$ cat src/rtl/seq_alu_pkg.sv
// Shared opcode map, FSM state encoding and opcode classification helpers
// for the sequential ALU.
package seq_alu_pkg;

    localparam logic [3:0] OP_ADD  = 4'd0;
    localparam logic [3:0] OP_SUB  = 4'd1;
    localparam logic [3:0] OP_MOV  = 4'd2;
    localparam logic [3:0] OP_CPY  = 4'd3;
    localparam logic [3:0] OP_NAND = 4'd4;
    localparam logic [3:0] OP_OR   = 4'd5;
    localparam logic [3:0] OP_SLL  = 4'd6;
    localparam logic [3:0] OP_SRL  = 4'd7;
    localparam logic [3:0] OP_SRA  = 4'd8;
    localparam logic [3:0] OP_MUL  = 4'd9;
    localparam logic [3:0] OP_RST  = 4'd10;
    localparam logic [3:0] OP_LT   = 4'd11;
    localparam logic [3:0] OP_EQ   = 4'd12;
    localparam logic [3:0] OP_NOT  = 4'd13;
    localparam logic [3:0] OP_LTS  = 4'd14;
    localparam logic [3:0] OP_RSVD = 4'd15;

    typedef enum logic [1:0] {
        ST_IDLE = 2'd0,
        ST_ITER = 2'd1,
        ST_FIN  = 2'd2
    } state_e;

    function automatic logic is_multicycle(input logic [3:0] op);
        return (op >= OP_SLL) && (op <= OP_MUL);
    endfunction

    function automatic logic is_shift(input logic [3:0] op);
        return (op >= OP_SLL) && (op <= OP_SRA);
    endfunction

endpackage

$ cat src/rtl/seq_alu_iter.sv
// Iterative datapath: one-bit-per-cycle shifter and shift-add multiplier,
// with the iteration counter that paces the top-level FSM.
module seq_alu_iter
    import seq_alu_pkg::*;
#(
    parameter int WIDTH = 8
) (
    input  logic             Clk,
    input  logic             Reset,
    input  logic             start_i,
    input  logic [3:0]       op_i,
    input  logic [WIDTH-1:0] a_i,
    input  logic [WIDTH-1:0] b_i,
    output logic             last_o,
    output logic [WIDTH-1:0] result_o,
    output logic             hi_nz_o
);

    localparam int              CW       = $clog2(WIDTH + 1);
    localparam logic [CW-1:0]   CNT_FULL = CW'(WIDTH);
    localparam logic [WIDTH:0]  W_EXT    = (WIDTH + 1)'(WIDTH);

    logic [CW-1:0]    cnt_q, cnt_d;
    logic [3:0]       op_q;
    logic [WIDTH-1:0] mcand_q, hi_q, lo_q;
    logic [WIDTH:0]   sum;
    logic             b_big;

    // Shift counts at or beyond WIDTH saturate: WIDTH single-bit steps already
    // empty the register (or fill it with the sign bit for SRA).
    assign b_big = ({1'b0, b_i} >= W_EXT);

    always_comb begin
        cnt_d = cnt_q;
        if (start_i) begin
            if (op_i == OP_MUL || b_big) begin
                cnt_d = CNT_FULL;
            end else begin
                cnt_d = b_i[CW-1:0];
            end
        end else if (cnt_q != '0) begin
            cnt_d = cnt_q - 1'b1;
        end
    end

    always_ff @(posedge Clk) begin
        if (Reset) begin
            cnt_q <= '0;
        end else begin
            cnt_q <= cnt_d;
        end
    end

    assign sum = {1'b0, hi_q} + (lo_q[0] ? {1'b0, mcand_q} : '0);

    // Multiply keeps {hi,lo} as the running product with the multiplier
    // consumed from the bottom of lo, one bit per step.
    always_ff @(posedge Clk) begin
        if (start_i) begin
            op_q    <= op_i;
            mcand_q <= a_i;
            hi_q    <= '0;
            lo_q    <= (op_i == OP_MUL) ? b_i : a_i;
        end else if (cnt_q != '0) begin
            case (op_q)
                OP_SLL:  lo_q <= {lo_q[WIDTH-2:0], 1'b0};
                OP_SRL:  lo_q <= {1'b0, lo_q[WIDTH-1:1]};
                OP_SRA:  lo_q <= {lo_q[WIDTH-1], lo_q[WIDTH-1:1]};
                OP_MUL: begin
                    hi_q <= sum[WIDTH:1];
                    lo_q <= {sum[0], lo_q[WIDTH-1:1]};
                end
                default: ;
            endcase
        end
    end

    assign last_o   = (cnt_q == CW'(1));
    assign result_o = lo_q;
    assign hi_nz_o  = |hi_q;

endmodule

$ cat src/rtl/seq_alu.sv
// Sequential ALU top: latches a request, runs single-cycle ops directly and
// hands shifts/multiply to the iterative datapath, then posts a Done pulse.
module seq_alu
    import seq_alu_pkg::*;
#(
    parameter int WIDTH = 8
) (
    input  logic             Clk,
    input  logic             Reset,
    input  logic             Start,
    input  logic [3:0]       OP,
    input  logic [WIDTH-1:0] InputA,
    input  logic [WIDTH-1:0] InputB,
    output logic [WIDTH-1:0] Out,
    output logic             OverflowOut,
    output logic             Busy,
    output logic             Done
);

    state_e                  state_q;
    logic [3:0]              op_q;
    logic [WIDTH-1:0]        a_q, b_q, out_q;
    logic                    c_q, busy_q, done_q;
    logic                    accept, go_iter, iter_last, iter_hi_nz;
    logic [WIDTH-1:0]        iter_res, res_d;
    logic                    c_d;
    logic signed [WIDTH-1:0] a_s, b_s;
    logic [WIDTH:0]          add_w, sub_w;

    assign accept  = (state_q == ST_IDLE) && Start;
    // A zero-distance shift has nothing to iterate and completes like a
    // single-cycle op.
    assign go_iter = accept && is_multicycle(OP) && !(is_shift(OP) && (InputB == '0));

    seq_alu_iter #(
        .WIDTH(WIDTH)
    ) u_iter (
        .Clk      (Clk),
        .Reset    (Reset),
        .start_i  (go_iter),
        .op_i     (OP),
        .a_i      (InputA),
        .b_i      (InputB),
        .last_o   (iter_last),
        .result_o (iter_res),
        .hi_nz_o  (iter_hi_nz)
    );

    always_ff @(posedge Clk) begin
        if (accept) begin
            op_q <= OP;
            a_q  <= InputA;
            b_q  <= InputB;
        end
    end

    assign a_s   = a_q;
    assign b_s   = b_q;
    assign add_w = {1'b0, a_q} + {1'b0, b_q} + {{WIDTH{1'b0}}, c_q};
    assign sub_w = {1'b0, a_q} - {1'b0, b_q} - {{WIDTH{1'b0}}, c_q};

    always_comb begin
        res_d = out_q;
        c_d   = c_q;
        case (op_q)
            OP_ADD: begin
                res_d = add_w[WIDTH-1:0];
                c_d   = add_w[WIDTH];
            end
            OP_SUB: begin
                res_d = sub_w[WIDTH-1:0];
                c_d   = sub_w[WIDTH];
            end
            OP_MOV:  res_d = b_q;
            OP_CPY:  res_d = a_q;
            OP_NAND: res_d = ~(a_q & b_q);
            OP_OR:   res_d = a_q | b_q;
            OP_SLL, OP_SRL, OP_SRA: res_d = (b_q == '0) ? a_q : iter_res;
            OP_MUL: begin
                res_d = iter_res;
                c_d   = iter_hi_nz;
            end
            OP_RST:  c_d   = 1'b0;
            OP_LT:   res_d = {{(WIDTH-1){1'b0}}, (a_q < b_q)};
            OP_EQ:   res_d = {{(WIDTH-1){1'b0}}, (a_q == b_q)};
            OP_NOT:  res_d = ~b_q;
            OP_LTS:  res_d = {{(WIDTH-1){1'b0}}, (a_s < b_s)};
            default: res_d = '0;
        endcase
    end

    always_ff @(posedge Clk) begin
        if (Reset) begin
            state_q <= ST_IDLE;
            out_q   <= '0;
            c_q     <= 1'b0;
            busy_q  <= 1'b0;
            done_q  <= 1'b0;
        end else begin
            done_q <= 1'b0;
            case (state_q)
                ST_IDLE: begin
                    if (Start) begin
                        if (go_iter) begin
                            state_q <= ST_ITER;
                            busy_q  <= 1'b1;
                        end else begin
                            state_q <= ST_FIN;
                        end
                    end
                end
                ST_ITER: begin
                    if (iter_last) begin
                        state_q <= ST_FIN;
                        busy_q  <= 1'b0;
                    end
                end
                ST_FIN: begin
                    out_q   <= res_d;
                    c_q     <= c_d;
                    done_q  <= 1'b1;
                    state_q <= ST_IDLE;
                end
                default: begin
                    state_q <= ST_IDLE;
                    busy_q  <= 1'b0;
                end
            endcase
        end
    end

    assign Out         = out_q;
    assign OverflowOut = c_q;
    assign Busy        = busy_q;
    assign Done        = done_q;

endmodule
$ cat config.mk
export PLATFORM = sky130hd
export DESIGN_NAME = seq_alu
export DESIGN_NICKNAME = d
export VERILOG_FILES = /design/src/rtl/seq_alu_pkg.sv /design/src/rtl/seq_alu_iter.sv /design/src/rtl/seq_alu.sv
export SDC_FILE = /design/constraint.sdc
export NUM_CORES = 1
export LEC_CHECK = 0
export ABC_AREA = 1
export BUFFER_PORTS_ARGS = -buffer_cell sky130_fd_sc_hd__buf_2
export CAP_MARGIN = 20
export CORE_MARGIN = 2
export CORE_UTILIZATION = 45
export DETAILED_ROUTE_END_ITERATION = 12
export GPL_TIMING_DRIVEN = 1
export HOLD_SLACK_MARGIN = 0.02
export PLACE_DENSITY_LB_ADDON = 0.15
export SYNTH_ARGS = -nofsm -noshare
export SYNTH_HDL_FRONTEND = slang
export SYNTH_SLANG_ARGS = --single-unit
$ cat constraint.sdc
create_clock -name Clk -period 3.05 [get_ports Clk]
set_input_delay 0.7625 -clock Clk [delete_from_list [all_inputs] [get_ports Clk]]
set_output_delay 0.7625 -clock Clk [all_outputs]
set_load 0.05 [all_outputs]
Word level (Yosys, flattened, before mapping)
Cells that the tools add are included.
W data, S select, Z words.
{"block": "word_totals", "reg_bits": 65, "out_inout_bits": 11}
{"block": "classes", "n_addsub": 6, "magnitude_cmp": 6, "n_eq_ne": 27, "mux": 20, "bitwise": 6, "n_reduce_logical": 26}
{"op": "$pmux W8 S13", "n": 1}
{"op": "$eq A4 B4 Y1 const B", "n": 10}
{"op": "$mux W8", "n": 5}
{"op": "$pmux W8 S4", "n": 1}
{"op": "$eq A4 B3 Y1 const B", "n": 6}
{"op": "$logic_not A8 Y1", "n": 2}
{"op": "$lt A8 B8 Y1", "n": 2}
{"op": "$not A8 Y8", "n": 2}
{"op": "$mux W4", "n": 3}
{"op": "$reduce_bool A4 Y1", "n": 3}
{"op": "$reduce_and A2 Y1", "n": 5}
{"op": "$add A8 B8 Y9", "n": 1}
{"op": "$add A8 B9 Y9", "n": 1}
{"op": "$add A9 B1 Y9", "n": 1}
{"op": "$sub A8 B8 Y9", "n": 1}
{"op": "$sub A9 B1 Y9", "n": 1}
{"op": "$and A8 B8 Y8", "n": 1}
{"op": "$eq A4 B1 Y1 const B", "n": 2}
{"op": "$eq A4 B2 Y1 const B", "n": 2}
{"op": "$eq A8 B8 Y1", "n": 1}
{"op": "$ge A8 B4 Y1 const B", "n": 1}
{"op": "$le A4 B4 Y1 const B", "n": 2}
{"op": "$ne A2 B2 Y1 const B", "n": 4}
{"op": "$or A8 B8 Y8", "n": 1}
{"op": "21 further kinds", "n": 32}

Logic depth before layout (Yosys ltp)
{"block": "logic_depth", "ltp_word": 8, "ltp_mapped": 14, "ltp_nobuf": 13}

Cells and area by module
From an unflattened synthesis, not the netlist that was laid out.
{"block": "unflattened", "cells_unflattened": 712, "hier_area_um2": 5126.2}
{"module": "seq_alu", "instances": 1, "cells_per_inst": 454, "area_each_um2": 3131.8}
{"module": "seq_alu_iter", "instances": 1, "cells_per_inst": 258, "area_each_um2": 1994.4}

Least setup slack after synthesis
No wires, ideal clock.
{"block": "synth_timing", "kind": "reg-to-reg", "startpoint": "register c_q, in the netlist OverflowOut", "endpoint": "register c_q, in the netlist OverflowOut", "setup_time_ns": 0.070, "t_arrival_ns": 2.336, "slack_ns": 0.645, "stages_incl_launch_ff": 13, "cell_sequence": "dfxtp_1 > inv_1 > fa_1 > fa_1 > nor2_1 > o21ai_0 > nand4_1 > nand2_1 > nand2_1 > nand3_1 > nand2_1 > nand2_1 > a21oi_1"}
{"block": "synth_via", "elab_chain_len": 2, "elab_cells_between_ends": 3, "classes_between": "add/sub (2); mux (1)"}
{"item": "from (decl)", "line": "seq_alu.sv:23", "rtl": "logic c_q, busy_q, done_q;"}
{"item": "from (signal assigned)", "line": "seq_alu.sv:96", "rtl": "c_q <= 1'b0;"}
{"item": "from (signal assigned)", "line": "seq_alu.sv:120", "rtl": "c_q <= c_d;"}
{"item": "$sub A9 B1 Y9 or $add A9 B1 Y9 (tied branches)", "line": "seq_alu.sv:60, seq_alu.sv:59"}
{"item": "$pmux W1 S4 *", "line": "seq_alu.sv:65", "rtl": "case (op_q)"}
Mark *: on every way between the ends. The rest lies on a longest branch, timed or not.
A chain may end at the register's enable or synchronous reset.

Worst setup path in the final report
{"block": "layout_timing", "startpoint": "register b_q[3]", "endpoint": "register c_q, in the netlist OverflowOut"}
{"block": "layout_via", "elab_chain_len": 3, "elab_cells_between_ends": 5, "classes_between": "add/sub (4); mux (1)"}
{"item": "from (decl)", "line": "seq_alu.sv:22", "rtl": "logic [WIDTH-1:0] a_q, b_q, out_q;"}
{"item": "from (signal assigned)", "line": "seq_alu.sv:53", "rtl": "b_q <= InputB;"}
{"item": "$sub A8 B8 Y9 or $add A8 B8 Y9 (tied branches)", "line": "seq_alu.sv:60, seq_alu.sv:59"}
{"item": "$sub A9 B1 Y9 or $add A9 B1 Y9 (tied branches)", "line": "seq_alu.sv:60, seq_alu.sv:59"}
{"item": "$pmux W1 S4 *", "line": "seq_alu.sv:65"}
Marks and branches as above.

==> summary.md <==
| Metric | Value |
|---|---|
| CTS max path bufs | 2 |
| Slew Viols, Final | 0 |
| Clock network power share | 0.203 |
| Clock slew at reported path FFs | 0.07 ns |
| Share of cells above drive strength 1 | 0.0928 |
| Period utilization | 0.869 |
| Area growth from synthesis to layout | 9.98% |
| Die ar. | 11800 um^2 |
| Layout Utilization | 0.504 |
| Mapped Nets | 751 |
| Hold path endpoint | Out[4]$_SDFFE_PP0P_ |
| Clk sinks | 65 |
| Number of global-route vias before repair | 4460 |
| DRT iter0 DRCs | 302 |
| DP Area | 5260 um^2 |
| CP endpoint kind | register |
| Cells taking the most area after synthesis | edfxtp_1 24%, nand2_1 13%, ha_1 12%, dfxtp_1 10%, inv_1 7.9% |
| R2r setup slk | 0.40 ns |
| Row count | 38 |
| Total gr overflow | 0 |
| Worst path slowest cell | edfxtp_1 |
| Worst-path cell chain | inv_1, ha_1, ha_1, inv_1, o21ai_0, nand4_1, nand3_1, nand3_1, nand2_1, nand2_1, a21oi_1 |
| Largest delay share family, worst path | adder cells |
| R2R Path End | OverflowOut$_SDFFE_PP0P_ |
| # DRC | 0 |
| WL final | 13700 um |
| Worst endpoint required time | 3.32 ns |
| Post-DRT Antenna Nets | 0 |
| Total power | 3030 uW |
| Tot GR Track Use | 0.241 |
| Synth area leader | edfxtp_1 |
| H-tree depth | 3 |
| Maximum vdd drop | 0.357 mV |
| CTS tree | built |
| Initial antenna violation count | 0 |
| Part of the power in combinational logic | 0.394 |
| Synth top area share | 0.244 |
| Worst hold path depth | 2 |
| Cts bufs inserted | 9 |
| Post-synthesis sequential area ratio | 0.345 |
| Horiz. Die Dim | 109 um |
| Critical path launch point type | register |
| FF-to-FF path depth | 11 |
| Post-route cell area | 5420 um^2 |
| Global placement routability congestion | 0.975 |
| Clk root buf | clkbuf_8 |
| Fin Setup TNS | 0 ns |
| Hold Buf Count CTS | 0 |
| Largest net degree at the start of global routing | 21 |
| Pre-antenna DRT Iters | 5 |
| R2r startpoint | b_q[3]$_DFFE_PP_ |
| Skew final | 0.00885 ns |
| Worst EP arrival | 2.92 ns |
| Final min period | 2.65 ns |
| Kind of critical path | register to register |
| MaxCap Viol Count | 0 |
| Drt wl/cell | 15.9 um |
| Net Sw Power | 1230 uW |
| Vias post-DR | 4652 |
| Max-slew headroom | 0.440 |
| ANT cells | 0 |
| Final #Nets | 791 |
| Status | finished, final reports clean |
| I/O pin count | 34 |
| Worst Path Buf+Inv | 2 |
| Syn_area_per_cell | 7.28 um^2 |
| Yosys warning count | 0 |
| Unrepaired setup endpoints after global routing | no |
| Switching part of the total | 0.407 |
| First-pass GRT wire length | 21800 um |
| Hold WC Path Type | register to register |
| Initial Util | 0.458 |
| Clock Latency Late Sink | 0.34 ns |
| Mapped Cells | 677 |
| Final setup vio count | 0 |
| Core box area | 10700 um^2 |
| Slew @ Worst Pin | 0.839 ns |
| Die Y | 109 um |
| CP max stage delay | 0.49 ns |
| Synth unique cells | 39 |
| Hold path startpoint | Out[4]$_SDFFE_PP0P_ |
| Cell Pwr Density | 560 nW/um^2 |
| CP max FO | 10 |
| Fmax | 377 MHz |
| Input/output buffers | 33 |
| Endpoints failing hold | 0 |
| DP HPWL | 11000 um |
| Vias per inst | 5.40 |
| Post-CTS sizing | 0 |
| Post-CTS Setup Repair Bufs | 0 |
| P_leak | 0.00262 uW |
| Pint | 1800 uW |
| Seq pwr share | 0.403 |
| Synth Register Bits | 65 |
| Post-synthesis cell area | 4930 um^2 |
==> per-layer routing <==
metal	global-route usage	share of wire
met2	0.416	0.49
met1	0.297	0.43
met5	0	0
met4	0.122	0.039
met3	0.0305	0.044
==> area by class of cell <==
type	instances	area (um^2)
multi-input combinational	495	2770
timing repair buffer	38	203
inverter	108	405
tap	140	175
clock inverter	6	35.0
fill	1120	5330
sequential	65	1700
clock buffer	10	128
==> registers in the layout (all words and copies together), names as in the netlist, 4 cells and up <==
register	cells
Out	8
a_q	8
b_q	8
u_iter.hi_q	8
u_iter.mcand_q	8
u_iter.result_o	8
op_q	4
u_iter.cnt_q	4
u_iter.op_q	4
==> tightest hold or removal path: stages (launching register included) <==
cell     delay (ns)
dfxtp_1        0.31
nand2_1        0.06
a21oi_1        0.05
==> layout by cell type, fill, tap and decap left out, types with 2 or more instances in the layout <==
| master | count |
|---|---|
| clkinv_2 | 3 |
| o22ai_1 | 2 |
| fa_1 | 5 |
| nand2_1 | 165 |
| dfxtp_1 | 25 |
| ha_1 | 46 |
| nor4_1 | 2 |
| nand4_1 | 12 |
| xnor2_1 | 3 |
| inv_1 | 104 |
| and3_1 | 2 |
| a21oi_1 | 42 |
| edfxtp_1 | 40 |
| a31oi_1 | 2 |
| o31ai_1 | 4 |
| buf_2 | 33 |
| nor3_1 | 9 |
| clkbuf_8 | 9 |
| o21ai_1 | 2 |
| o21ai_0 | 35 |
| nor2_2 | 2 |
| mux2i_1 | 5 |
| inv_2 | 4 |
| nor2_1 | 74 |
| buf_4 | 5 |
| a21o_1 | 2 |
| o211ai_1 | 14 |
| or2_2 | 5 |
| nand3_1 | 49 |
| xor2_1 | 3 |
==> per-stage QoR <==
stage               hold slack, ns  setup slack [ns]  instances
global route                 0.482             0.253        862
CTS                          0.466             0.498        862
finish                       0.465             0.400        862
global placement             0.452             0.589        846
detailed placement           0.455             0.526        846
floorplan                    0.462             0.645        677
==> cells in the mapped netlist, drive strengths merged <==
cell,n
a21o,2
a21oi,42
a31oi,2
a32oi,1
and3,2
buf,6
clkbuf,3
dfxtp,25
edfxtp,40
fa,5
ha,46
inv,108
mux2i,5
nand2,165
nand3,49
nand3b,1
nand4,12
nor2,77
nor3,9
nor3b,1
nor4,3
o211ai,14
o21a,1
o21ai,38
o21bai,1
o22ai,2
o31ai,5
or2,6
xnor2,3
xor2,3
==> worst max path at each step <==
stage / to / cells after the start / from / slack, ns
finish: OverflowOut$_SDFFE_PP0P_ / 11 / b_q[3]$_DFFE_PP_ / 0.40
global route: OverflowOut$_SDFFE_PP0P_ / 11 / b_q[3]$_DFFE_PP_ / 0.25
CTS: OverflowOut$_SDFFE_PP0P_ / 11 / b_q[3]$_DFFE_PP_ / 0.50
detailed placement: OverflowOut$_SDFFE_PP0P_ / 11 / b_q[3]$_DFFE_PP_ / 0.53
global placement: u_iter.hi_q[0]$_SDFFE_PN0P_ / 11 / InputB[4] / 0.59
floorplan: OverflowOut$_SDFFE_PP0P_ / 12 / OverflowOut$_SDFFE_PP0P_ / 0.64
==> cell families after synthesis <==
| kind of cell | Yosys count | synth area share |
|---|---|---|
| mux | 5 | 0.0102 |
| buf+inv | 117 | 0.0922 |
| simple gates | 325 | 0.279 |
| flops | 65 | 0.345 |
| fa+ha+maj | 51 | 0.137 |
| compound gates | 108 | 0.125 |
| xor+xnor | 6 | 0.0107 |
==> power by group through the flow <==
| stage | Combinational (uW) | Sequential (uW) | Clock, uW |
|---|---|---|---|
| after floorplan | 846 | 1240 | 0 |
| after detailed placement | 1180 | 1240 | 0 |
| after global routing | 1340 | 1240 | 662 |
| after CTS | 1180 | 1220 | 629 |
| after global placement | 1160 | 1230 | 0 |
| final | 1190 | 1220 | 616 |
No activity file was read; power rests on OpenSTA's default activity.
